<file path="src/rtl/sim_response_checker_pkg.sv">
// Shared types and helpers for the response checker and its vector tables.
package sim_check_pkg;

    typedef enum logic [1:0] {
        IDLE = 2'd0,
        RUN  = 2'd1,
        DONE = 2'd2
    } chk_state_t;

    // Index width that never collapses to zero bits for tiny tables.
    function automatic int clog2_min1(input int n);
        return (n <= 2) ? 1 : $clog2(n);
    endfunction

endpackage

</file>
<file path="src/rtl/sim_response_checker_rom.sv">
// DEPTH x WIDTH register table: synchronous write port, asynchronous read port.
// Used for expected values, masks, and as an upstream stimulus table.
module sim_vector_rom
    import sim_check_pkg::*;
#(
    parameter int               WIDTH   = 1,
    parameter int               DEPTH   = 4,
    parameter logic [WIDTH-1:0] RST_VAL = '0,
    localparam int              IDX_W   = clog2_min1(DEPTH)
) (
    input  logic             clk,
    input  logic             rst,
    input  logic             wr_en_i,
    input  logic [IDX_W-1:0] wr_addr_i,
    input  logic [WIDTH-1:0] wr_data_i,
    input  logic [IDX_W-1:0] rd_addr_i,
    output logic [WIDTH-1:0] rd_data_o
);

    logic [WIDTH-1:0] mem_q [DEPTH];

    always_ff @(posedge clk or posedge rst) begin
        if (rst) begin
            for (int i = 0; i < DEPTH; i++) begin
                mem_q[i] <= RST_VAL;
            end
        end else if (wr_en_i && (int'(wr_addr_i) < DEPTH)) begin
            mem_q[wr_addr_i] <= wr_data_i;
        end
    end

    assign rd_data_o = mem_q[rd_addr_i];

endmodule

</file>
<file path="config.mk">
export PLATFORM = sky130hd
export DESIGN_NAME = sim_vector_rom
export DESIGN_NICKNAME = d
export VERILOG_FILES = /design/src/rtl/sim_response_checker_pkg.sv /design/src/rtl/sim_response_checker_rom.sv
export SDC_FILE = /design/constraint.sdc
export NUM_CORES = 1
export LEC_CHECK = 0
export CAP_MARGIN = 10
export CORE_AREA = 3 3 40 42
export CTS_BUF_LIST = sky130_fd_sc_hd__clkbuf_16
export DETAILED_ROUTE_END_ITERATION = 10
export DIE_AREA = 0 0 43 45
export SLEW_MARGIN = 20
export SYNTH_ARGS = -nofsm -noshare
export SYNTH_HDL_FRONTEND = slang
export SYNTH_SLANG_ARGS = --single-unit
</file>
<file path="constraint.sdc">
create_clock -name clk -period 2.4 [get_ports clk]
set_clock_uncertainty 0.1 [all_clocks]
set_input_delay 0.24 -clock clk [delete_from_list [all_inputs] [get_ports clk]]
set_output_delay 0.24 -clock clk [all_outputs]
set_load 0.1 [all_outputs]
</file>
==> out/metrics.cfg <==
[floorplan]
io_pins=9
fp.dieW_um=43
die_outline_area_um2=1940
floorplan.rows=13
floorplan.initialDensity_pct=15.9
die_h_um=45
floorplan.core_area_um2=1280

[worst_setup_path]
crit_path_cell_trace=clkdlybuf4s50_1, mux4_2, buf_12
cp-start-kind=input port
worst-r2r-cell-count=1
cp_slowest_stage_delay_ps=530
worst_setup_path_type=in2out
crit_arrival_ps=1440
worst_setup_path_end_kind=output pin
worst_ep_required_time_ps=2060
reg2reg_setup_slack_ps=1520
timing.critical_path.slowest_stage_cell=sky130_fd_sc_hd__mux4_2
worstPathMaxFanout=1

[detailed_routing]
drtPass1Iterations=3
initialDrtViolationCount=2
vias_per_cell=4.20
post-route-drc-count=0
route.detailed.wl_per_inst_um=10.8
finalWirelength_um=430
vias=168
ant_nets=0

[final_layout]
top_register=mem_q
largest_register_ff_count=4
final_cell_area_um2=388
layout.filler_cells=127
finish.cell_count_without_fillers=40
nNetsFinal=35
antenna_diode_count=0
multiInputGateArea_um2=100
sequential_cell_area_um2=100
area.growth.synth_to_final_pct=90.2
drive_above_1_share_pct=32.0
largest_registers=mem_q (4)

[power]
max-vdd-ir-drop_v=0.000378
power_frac_comb_pct=20.1
cellPowerDensity_nw_per_um2=1110
switching_power_uw=95.9
fin_total_pwr_uw=431
clock_power_share_pct=59.8
p_sw_share_pct=22.2
static_leakage_nw=0.156
portion_of_total_power_attributed_to_sequential_cells_pct=20.1
power.internal_uw=335

[sta]
grt_setup_unrepaired=false
finalHoldViolCount=0
final.period_utilization_pct=74.0
relative_slew_slack_pct=89.6
max_clk_rate_ghz=0.563
period_minus_slack_ps=1780
max_slew_vio_count=0
tns_ps=0
final-setup-viol-count=0
tightestPinTransition_ps=156

[synthesis]
synth.avg_cell_area_um2=14.6
yosysSeqAreaShare_pct=49.1
syn-num-nets=22
netlist_area_um2=204
synth.lib_cells_used.distinct=8
synthCells=14
ys_seq_elements=4
warning_count_from_the_yosys_run=0

[clock_network]
total_cts_buffers=3
clk_path_buf_depth=2
cts_setup_buffers=0
cts_hold_buf=0
clock_tree_from_tritoncts=done
h_tree_level_count=1
quantity_of_gates_resized_following_cts=0
clk_transition_reported_paths_ps=30
clock_insertion_delay_worst_skew_ps=220
cts.sink_count=4
clockRootBuffer=sky130_fd_sc_hd__clkbuf_16

[placed_design]
numPortBuffers=8
numPlacedInstances=37
routabilityCongestion=0.685
area_after_dpl_um2=313

[global_route]
grt_start_max_net_pins=5
grt_use_total_pct=6.11
overflow=0
grt_pass1_wl_um=759
grt_antenna_before_repair=0
number_of_global_route_vias_before_repair=184

[run_status]
outcome=completed

[min_path]
worstHoldPathType=in2async

[job]
timing.max_cap.violations=0

==> worst max-delay path: cells and delay by family <==
family / cells / cell delay (ps)
mux: 1 / 530
buf+inv: 2 / 670
==> cell families (layout without fill, tap and decap cells) <==
family	count (synthesis)	count (layout)	share of synthesized area, %
buffers and inverters	1	12	1.84
DFF	4	4	49.1
muxes	5	5	33.1
and+or+nand+nor	4	4	15.9
==> final cells by class <==
type | instances | share of cell area [%]
sequential | 4 | 25.8
timing repair buffer | 8 | 23.2
clock buffer | 3 | 19.4
tap | 15 | 4.84
multi-input combinational | 9 | 25.8
inverter | 1 | 0.968
==> per-layer routing <==
| metal | vias up | track usage (%) | wire length [um] |
|---|---|---|---|
| met5 | - | 0 | 0 |
| met4 | 0 | 7.23 | 27 |
| met3 | 4 | 3.98 | 60 |
| met2 | 10 | 7.49 | 162 |
| met1 | 76 | 6.37 | 180 |
| li1 | 78 | - | - |
==> final timing paths <==
check / start / end
worst max-delay path: rd_addr_i[0] / rd_data_o
worst min-delay path: rst / mem_q[1]
worst max register to register: mem_q[1] / mem_q[1]
worst min register to register: mem_q[2] / mem_q[2]
max in group asynchronous: rst / mem_q[3]
min in group clk: mem_q[2] / mem_q[2]
==> synth_stat cells, drive strengths merged <==
master,instances,share of area (%)
dfrtp,4,49
inv,1,1.8
mux2,4,22
mux4,1,11
nand3,1,2.5
nand3b,2,7.4
nor3b,1,6.1
==> layout by cell type (no fill, tap or decap), drive strengths merged <==
| cell | count |
|---|---|
| buf | 1 |
| clkbuf | 3 |
| clkdlybuf4s50 | 7 |
| dfrtp | 4 |
| inv | 1 |
| mux2 | 4 |
| mux4 | 1 |
| nand3 | 1 |
| nand3b | 2 |
| nor3b | 1 |
==> power groups by stage <==
stage	Combinational [mW]	Sequential (mW)	Clock, mW
floorplan	0.0523	0.0852	0
global placement	0.0864	0.0872	0
detailed placement	0.0876	0.0879	0
CTS	0.0877	0.0872	0.262
global route	0.0909	0.0890	0.267
finish	0.0868	0.0865	0.258
==> metrics by stage <==
stage / util, % / hold WS, ps / worst slack [ps]
after floorplan: - / -93.9 / 974
after global placement: 24.3 / 339 / 617
after detailed placement: 24.3 / 345 / 612
after CTS: 30.2 / 110 / 612
after global routing: 30.2 / 129 / 593
final: 30.2 / 102 / 623
(Power assumes the default switching activity.)
